==> config.mk <==
export PLATFORM = sky130hd
export DESIGN_NAME = quad_step_decoder
export DESIGN_NICKNAME = d
export VERILOG_FILES = /design/src/rtl/quad_step_decoder.sv
export SDC_FILE = /design/constraint.sdc
export NUM_CORES = 1
export LEC_CHECK = 0
export CAP_MARGIN = 10
export CORE_ASPECT_RATIO = 1.25
export CORE_MARGIN = 2
export CORE_UTILIZATION = 49
export DETAILED_ROUTE_END_ITERATION = 8
export PLACE_DENSITY = 0.83
export SYNTH_ARGS = -nofsm -noshare
export SYNTH_HDL_FRONTEND = slang
export SYNTH_SLANG_ARGS = --single-unit
==> constraint.sdc <==
create_clock -name clk -period 1.8 [get_ports clk]
set_input_delay 0.27 -clock clk [delete_from_list [all_inputs] [get_ports clk]]
set_output_delay 0.27 -clock clk [all_outputs]
set_load 0.05 [all_outputs]
==> src/rtl/quad_step_decoder.sv <==
// Quadrature encoder front end: sync, per-channel glitch filter, priming FSM, Gray decode, error count.
// Build option QUAD_X4_EN selects x4 decode (step on every legal edge); default is x1 (one step per cycle).
module quad_step_decoder #(
   parameter int unsigned FILTER_LEN = 4,
   parameter int unsigned ERR_W      = 8
) (
   input  logic             clk,
   input  logic             rst,
   input  logic             a_in,
   input  logic             b_in,
   output logic             step,
   output logic             upDown,
   output logic             err,
   output logic [ERR_W-1:0] err_count,
   output logic             ready
);

   localparam logic [3:0] FILT_LAST  = 4'(FILTER_LEN - 1);
   localparam logic [4:0] PRIME_LAST = 5'(FILTER_LEN + 2);

   typedef enum logic {
      PRIME,
      RUN
   } state_t;

   state_t           state_reg, state_next;
   logic [4:0]       prime_cnt_reg, prime_cnt_next;
   logic [1:0]       raw;
   logic [1:0]       q;
   logic [1:0]       p_reg;
   logic             priming;

   logic             step_reg, step_next;
   logic             updown_reg, updown_next;
   logic             err_reg, err_next;
   logic [ERR_W-1:0] err_cnt_reg, err_cnt_next;

   logic [1:0]       pos_diff;
   logic             is_up, is_dn, is_bad;
   logic             fire_up, fire_dn;

   assign raw     = {a_in, b_in};
   assign priming = (state_reg == PRIME);

   // Position of each {A,B} code along the forward (up) Gray sequence.
   function automatic logic [1:0] gray_pos(input logic [1:0] ab);
      logic [1:0] pos;
      case (ab)
         2'b00:   pos = 2'd0;
         2'b10:   pos = 2'd1;
         2'b11:   pos = 2'd2;
         default: pos = 2'd3;
      endcase
      return pos;
   endfunction

   genvar gi;
   generate
      for (gi = 0; gi < 2; gi++) begin : g_chan
         logic       s1_reg, s2_reg;
         logic       q_bit_reg;
         logic [3:0] cnt_reg;

         always_ff @(posedge clk or posedge rst) begin
            if (rst) begin
               s1_reg    <= 1'b0;
               s2_reg    <= 1'b0;
               q_bit_reg <= 1'b0;
               cnt_reg   <= 4'd0;
            end else begin
               s1_reg <= raw[gi];
               s2_reg <= s1_reg;
               if (priming) begin
                  q_bit_reg <= s2_reg;
                  cnt_reg   <= 4'd0;
               end else if (s2_reg != q_bit_reg) begin
                  if (cnt_reg == FILT_LAST) begin
                     q_bit_reg <= s2_reg;
                     cnt_reg   <= 4'd0;
                  end else begin
                     cnt_reg <= cnt_reg + 4'd1;
                  end
               end else begin
                  cnt_reg <= 4'd0;
               end
            end
         end

         assign q[gi] = q_bit_reg;
      end
   endgenerate

   always_ff @(posedge clk or posedge rst) begin
      if (rst) begin
         state_reg     <= PRIME;
         prime_cnt_reg <= 5'd0;
      end else begin
         state_reg     <= state_next;
         prime_cnt_reg <= prime_cnt_next;
      end
   end

   always_comb begin
      state_next     = state_reg;
      prime_cnt_next = prime_cnt_reg;
      case (state_reg)
         PRIME: begin
            if (prime_cnt_reg == PRIME_LAST) begin
               state_next = RUN;
            end else begin
               prime_cnt_next = prime_cnt_reg + 5'd1;
            end
         end
         RUN:     state_next = RUN;
         default: state_next = PRIME;
      endcase
   end

   assign pos_diff = gray_pos(q) - gray_pos(p_reg);
   assign is_up    = (pos_diff == 2'd1);
   assign is_dn    = (pos_diff == 2'd3);
   assign is_bad   = (pos_diff == 2'd2);

`ifdef QUAD_X4_EN
   assign fire_up = is_up;
   assign fire_dn = is_dn;
`else
   // x1: count only the 01<->00 boundary of each full encoder cycle.
   assign fire_up = is_up && (p_reg == 2'b01);
   assign fire_dn = is_dn && (p_reg == 2'b00);
`endif

   always_comb begin
      step_next    = 1'b0;
      err_next     = 1'b0;
      updown_next  = updown_reg;
      err_cnt_next = err_cnt_reg;
      if (!priming) begin
         if (fire_up) begin
            step_next   = 1'b1;
            updown_next = 1'b1;
         end else if (fire_dn) begin
            step_next   = 1'b1;
            updown_next = 1'b0;
         end else if (is_bad) begin
            err_next = 1'b1;
            if (err_cnt_reg != {ERR_W{1'b1}}) begin
               err_cnt_next = err_cnt_reg + {{(ERR_W-1){1'b0}}, 1'b1};
            end
         end
      end
   end

   always_ff @(posedge clk or posedge rst) begin
      if (rst) begin
         p_reg       <= 2'b00;
         step_reg    <= 1'b0;
         updown_reg  <= 1'b1;
         err_reg     <= 1'b0;
         err_cnt_reg <= '0;
      end else begin
         p_reg       <= q;
         step_reg    <= step_next;
         updown_reg  <= updown_next;
         err_reg     <= err_next;
         err_cnt_reg <= err_cnt_next;
      end
   end

   assign step      = step_reg;
   assign upDown    = updown_reg;
   assign err       = err_reg;
   assign err_count = err_cnt_reg;
   assign ready     = (state_reg == RUN);

endmodule

==> results of run 1 <==
## what timing repair did
| action | 4_1_cts | 5_1_grt |
|---|---|---|
| endpoints found under the setup margin | 5 | 7 |
| pin swaps | 3 | 3 |
| setup buffers | 1 | 1 |
| gates resized for setup | 9 | 4 |
## per-layer routing
| layer | vias up | share of wire [%] |
|---|---|---|
| met3 | 8 | 4.2 |
| met5 | - | 0 |
| li1 | 476 | - |
| met1 | 475 | 39 |
| met4 | 0 | 2.9 |
| met2 | 27 | 54 |
## cells in the final DEF, fill, tap and decap left out, types with 2 or more instances in the layout
cell type | netlist | final
nand2_1 | 12 | 11
nand3b_1 | 2 | 2
nand4_1 | 5 | 5
clkdlybuf4s50_1 | 0 | 3
nor3b_1 | 2 | 2
nand3_1 | 3 | 3
mux2_4 | 0 | 3
xnor2_1 | 7 | 6
ha_1 | 8 | 6
inv_1 | 4 | 2
dfrtp_1 | 32 | 32
nor2b_1 | 4 | 4
buf_4 | 0 | 18
nor2_1 | 5 | 5
ha_4 | 0 | 2
clkbuf_4 | 0 | 5
inv_2 | 1 | 3
mux2_1 | 6 | 3
a41oi_1 | 2 | 2
and3_1 | 6 | 5
dlymetal6s2s_1 | 0 | 2
a21oi_1 | 5 | 4
xor2_1 | 4 | 4
nand2b_1 | 3 | 3
## power groups by stage
stage	Combinational [mW]	Sequential [mW]	Clock [mW]
floorplan	0.938	1.37	0
global placement	1.59	1.08	0
detailed placement	1.66	1.10	0
CTS	1.90	1.10	0.586
global route	2.19	1.13	0.628
finish	2.02	1.10	0.570
## area by class of cell
| class | instances | area (um^2) |
|---|---|---|
| tap | 36 | 45.0 |
| fill | 211 | 1030 |
| inverter | 5 | 18.8 |
| timing repair buffer | 24 | 210 |
| multi-input combinational | 82 | 669 |
| sequential | 33 | 827 |
| clock buffer | 7 | 55.1 |
| clock inverter | 1 | 30.0 |
## final timing paths
kind                                  startpoint                to  slack, ns
worst max-delay path                    p_reg[0]      err_count[4]      -0.03
worst min-delay path                         rst  prime_cnt_reg[3]       0.22
worst max register to register          p_reg[0]      err_count[4]      -0.03
worst min register to register  g_chan[1].s1_reg  g_chan[1].s2_reg       0.36
max in group asynchronous                    rst            upDown       1.05
min in group clk                g_chan[1].s1_reg  g_chan[1].s2_reg       0.36
## cell families (layout without fill, tap and decap cells)
family	after synthesis	count (layout)	share of synthesized area (%)
buffers and inverters	7	37	2.30
and+or+nand+nor	46	46	17.3
AOI/OAI and AO/OA	9	9	3.67
xor gates and xnor gates	12	12	8.27
DFF	33	33	56.4
adders and majority gates	8	8	6.82
muxes	7	7	5.29
==> flow_metrics.tcl, run 1 <==
set metrics [dict create \
    crit_cells 7 \
    synth_top_cell_by_area "dfrtp_1" \
    finalWirelength_um 2570 \
    io_buffers 15 \
    fin_tns_setup_ns -0.0574 \
    synth_commonest_cells "dfrtp_1 (32), nand2_1 (12), ha_1 (8)" \
    synth.most_common_cell "dfrtp_1" \
    fin_crit_sh_pct 102 \
    die_area_um2 3450 \
    power_frac_seq_pct 29.9 \
    period_minus_slack_ns 1.83 \
    yosys-top-cells-area "dfrtp_1 (55%), ha_1 (6.8%), mux2_1 (4.6%)" \
    critPathLaunchType "flip-flop" \
    cp.required_ns 2.01 \
    tightest_slew_ns 0.508 \
    numCtsBuffers 5 \
    grt_pass1_vias 1094 \
    overflow 0 \
    worstSkewPairLatency_ns 0.33 \
    dpl_worst_slack_ns -0.0961 \
    yosys.area.top_type_share_pct 54.6 \
    end_kind "flip-flop" \
    met2_usage_pct 31.9 \
    clock-sinks 33 \
    htree_levels 2 \
    power_density_nw_per_um2 1990 \
    globalplace.congestion 0.751 \
    fin_hold_ws_ns 0.217 \
    finish.instance_area_um2 1860 \
    violations "setup timing" \
    rows 22 \
    syn_area_um2 1470 \
    place_area_um2 1700 \
    dpl.cell_count 178 \
    postLayoutSetupSlackWorst_ns -0.0299 \
    cts-root-buf "clkbuf_4" \
    hpwl_um 1790 \
    grt_pass1_wl_um 4790 \
    io-pin-count 16 \
    die_x_um 53.0 \
    cp_max_fo 7 \
    synth.avg_cell_area_um2 12.0 \
    vias_per_cell 5.24 \
    synthArstFlopShare_pct 100 \
    ys_ff_latch 33 \
    synth_fp_nets 134 \
    post_drt_wl_per_cell_um 13.7 \
    synth_flop_cell "dfrtp_1" \
    gr-usage-all-layers_pct 19.5 \
    synthCells 122 \
    path_buf_inv 1 \
    worst_r2r_path_depth 7 \
    cts_max_path_buffers 2 \
    num_antenna_cells 0 \
    synth_enable_flop_cells 0 \
    status "finished, violations left" \
    final_cells 188 \
    num_vias 986 \
    cts_tree "done" \
    power_mw 3.69 \
    drt_iter0_drc 23 \
    swShare_pct 38.4 \
    path_cells "inv_2, ha_4, ha_4, xor3_2, and3_4, nand4_1, mux2_4" \
    cp_top_family "flip-flops" \
    crit_top_cell "ha_4" \
    setup_violations 3 \
    nNetsFinal 163 \
    die_h_um 65.2 \
    hold_buffers 0 \
    busiest_layer "met2" \
    p_leak_nw 0.894 \
    first_pass_iters 4 \
    ant_nets 0 \
    critPathArrivalTime_ns 2.04 \
    slew_headroom_pct 66.1 \
    area_growth_pct 26.4 \
    synth.distinct_cells 29 \
    clock_skew_ns 0.0114 \
    criticalPathCategory "flip-flop to flip-flop" \
    maxCapViolations 0 \
    rsz0062_at_grt "true" \
    fmax_ghz 0.546 \
    pwr-share-clk_pct 15.5 \
    grt_use_met1_pct 20.8 \
    ys_warn_count 0 \
    cts.reportedPaths.clkPinSlew_ns 0.10 \
    p_sw_mw 1.42 \
    antenna_found_initial 0 \
    min_path_type "primary input to async pin" \
    ys_seq_area_share_pct 56.4 \
    internal-power_mw 2.27 \
    fin_util_pct 64.2 \
    finalHoldViolations 0 \
    use_met3_pct 6.36 \
    irDropWorstVdd_uv 2030 \
    p_comb_share_pct 54.7 \
    initial_core_util_pct 50.8 \
    cpPeakStageDelay_ns 0.41 \
    drc 0 \
    drv_slew 0 \
    core_um2 2890 \
    grt_max_degree 25 \
    drive_gt1_share_pct 26.3 \
    cp_slowest_cell "dfrtp_1" \
]
Note: power is estimated with default switching activity, not from simulation.
==> run 2: changes to the inputs <==
Settings changed: GPL_TIMING_DRIVEN set to 0.
==> flow_metrics.tcl, run 2 (synthesis results as in run 1) <==
set metrics [dict create \
    p_sw_mw 1.35 \
    finalWirelength_um 2470 \
    grt_pass1_vias 983 \
    rsz0062_at_grt "true" \
    hold_buffers 0 \
    post_drt_wl_per_cell_um 13.2 \
    cts_max_path_buffers 2 \
    p_leak_nw 0.860 \
    status "finished, violations left" \
    antenna_found_initial 0 \
    grt_pass1_wl_um 4190 \
    critPathArrivalTime_ns 2.10 \
    power_frac_seq_pct 32.6 \
    rows 22 \
    die_x_um 53.0 \
    power_mw 3.33 \
    drive_gt1_share_pct 15.2 \
    fin_util_pct 62.4 \
    end_kind "flip-flop" \
    cp_max_fo 6 \
    finish.instance_area_um2 1800 \
    final_cell_mix "dfrtp_1 (32), nand2_1 (11), dlygate4sd2_1 (9)" \
    clock-sinks 33 \
    hpwl_um 1610 \
    vias_per_cell 5.30 \
    setup_violations 6 \
    drv_slew 0 \
    tightest_slew_ns 0.499 \
    irDropWorstVdd_uv 1390 \
    fmax_ghz 0.533 \
    swShare_pct 40.5 \
    n_fill_cell 242 \
    globalplace.congestion 0.753 \
    io-pin-count 16 \
    io_buffers 15 \
    drt_iter0_drc 13 \
    place_area_um2 1670 \
    first_pass_iters 4 \
    worstSkewPairLatency_ns 0.33 \
    cts-root-buf "clkbuf_4" \
    cts.reportedPaths.clkPinSlew_ns 0.09 \
    fin_crit_sh_pct 104 \
    min_path_type "primary input to async pin" \
    fin_tns_setup_ns -0.208 \
    nNetsFinal 162 \
    finalHoldViolations 0 \
    die_area_um2 3450 \
    period_minus_slack_ns 1.88 \
    numCtsBuffers 5 \
    drc 0 \
    internal-power_mw 1.98 \
    criticalPathCategory "flip-flop to flip-flop" \
    area_growth_pct 22.8 \
    p_comb_share_pct 54.5 \
    maxCapViolations 0 \
    worst_r2r_path_depth 7 \
    dpl_worst_slack_ns -0.248 \
    num_antenna_cells 0 \
    power_density_nw_per_um2 1840 \
    num_vias 991 \
    gr-usage-all-layers_pct 16.9 \
    htree_levels 2 \
    slew_headroom_pct 66.5 \
    postLayoutSetupSlackWorst_ns -0.0763 \
    final_common_cell "dfrtp_1" \
    violations "setup timing" \
    die_h_um 65.2 \
    cts_tree "done" \
    initial_core_util_pct 50.8 \
    cp.required_ns 2.02 \
    ant_nets 0 \
    core_um2 2890 \
    grt_max_degree 34 \
    critPathLaunchType "flip-flop" \
    overflow 0 \
    clock_skew_ns 0.00481 \
    pwr-share-clk_pct 12.9 \
]
[run 2: cell types whose count changed in the layout (fill, tap and decap cells not counted), moves of 2 or more]
| cell | before | now |
|---|---|---|
| ha_4 | 2 | 0 |
| buf_4 | 18 | 5 |
| dlygate4sd2_1 | 0 | 9 |
| inv_2 | 3 | 1 |
| clkbuf_1 | 1 | 3 |
[run 2: final cells by class]
cell class	count	area, um^2	area share, %
clock buffer	8	58.8	3.26
sequential	33	827	45.9
tap	36	45.0	2.50
buffer	1	3.75	0.208
timing repair buffer	22	214	11.9
multi-input combinational	82	636	35.3
inverter	5	18.8	1.04
[run 2: layer usage]
| metal | GRT usage [%] | share of wire, % | vias to the layer above |
|---|---|---|---|
| met5 | 0 | 0 | - |
| met4 | 8.97 | 1.6 | 0 |
| met3 | 6.36 | 4.5 | 7 |
| met2 | 25.6 | 50 | 21 |
| met1 | 20.7 | 44 | 483 |
| li1 | - | - | 480 |
[run 2: repair_timing]
action	CTS	global route
gates cloned	0	0
gates resized for setup	14	3
endpoints found under the setup margin	17	11
pin swaps	4	3
buffers inserted	5	1
[run 2: critical path: stages (launching register included)]
cell and delay, ns:
dfrtp_1 0.36, inv_1 0.05, ha_1 0.27, ha_2 0.17, xor3_2 0.21, and3_4 0.24
nand4_1 0.14, mux2_4 0.32
[run 2: path summary, 6_finish.rpt]
path | from | endpoint | slack (ns)
worst max-delay path | p_reg[0] | err_count[4] | -0.08
worst min-delay path | rst | g_chan[1].cnt_reg[2] | 0.20
worst max register to register | p_reg[0] | err_count[4] | -0.08
worst min register to register | g_chan[0].s1_reg | g_chan[0].s2_reg | 0.36
max in group asynchronous | rst | upDown | 1.10
min in group clk | g_chan[0].s1_reg | g_chan[0].s2_reg | 0.36
[run 2: stage by stage]
stage / hold WS, ns / cells
floorplan: 0.301 / 122
global placement: 0.334 / 173
finish: 0.202 / 187
global route: 0.237 / 187
detailed placement: 0.336 / 173
CTS: 0.350 / 185
[run 2: power groups by stage]
stage	registers [mW]	clock network [mW]	logic, mW
final	1.08	0.430	1.81
after floorplan	1.37	0	0.938
after global placement	1.10	0	1.50
after global routing	1.11	0.481	1.97
after CTS	1.08	0.451	1.74
after detailed placement	1.12	0	1.57
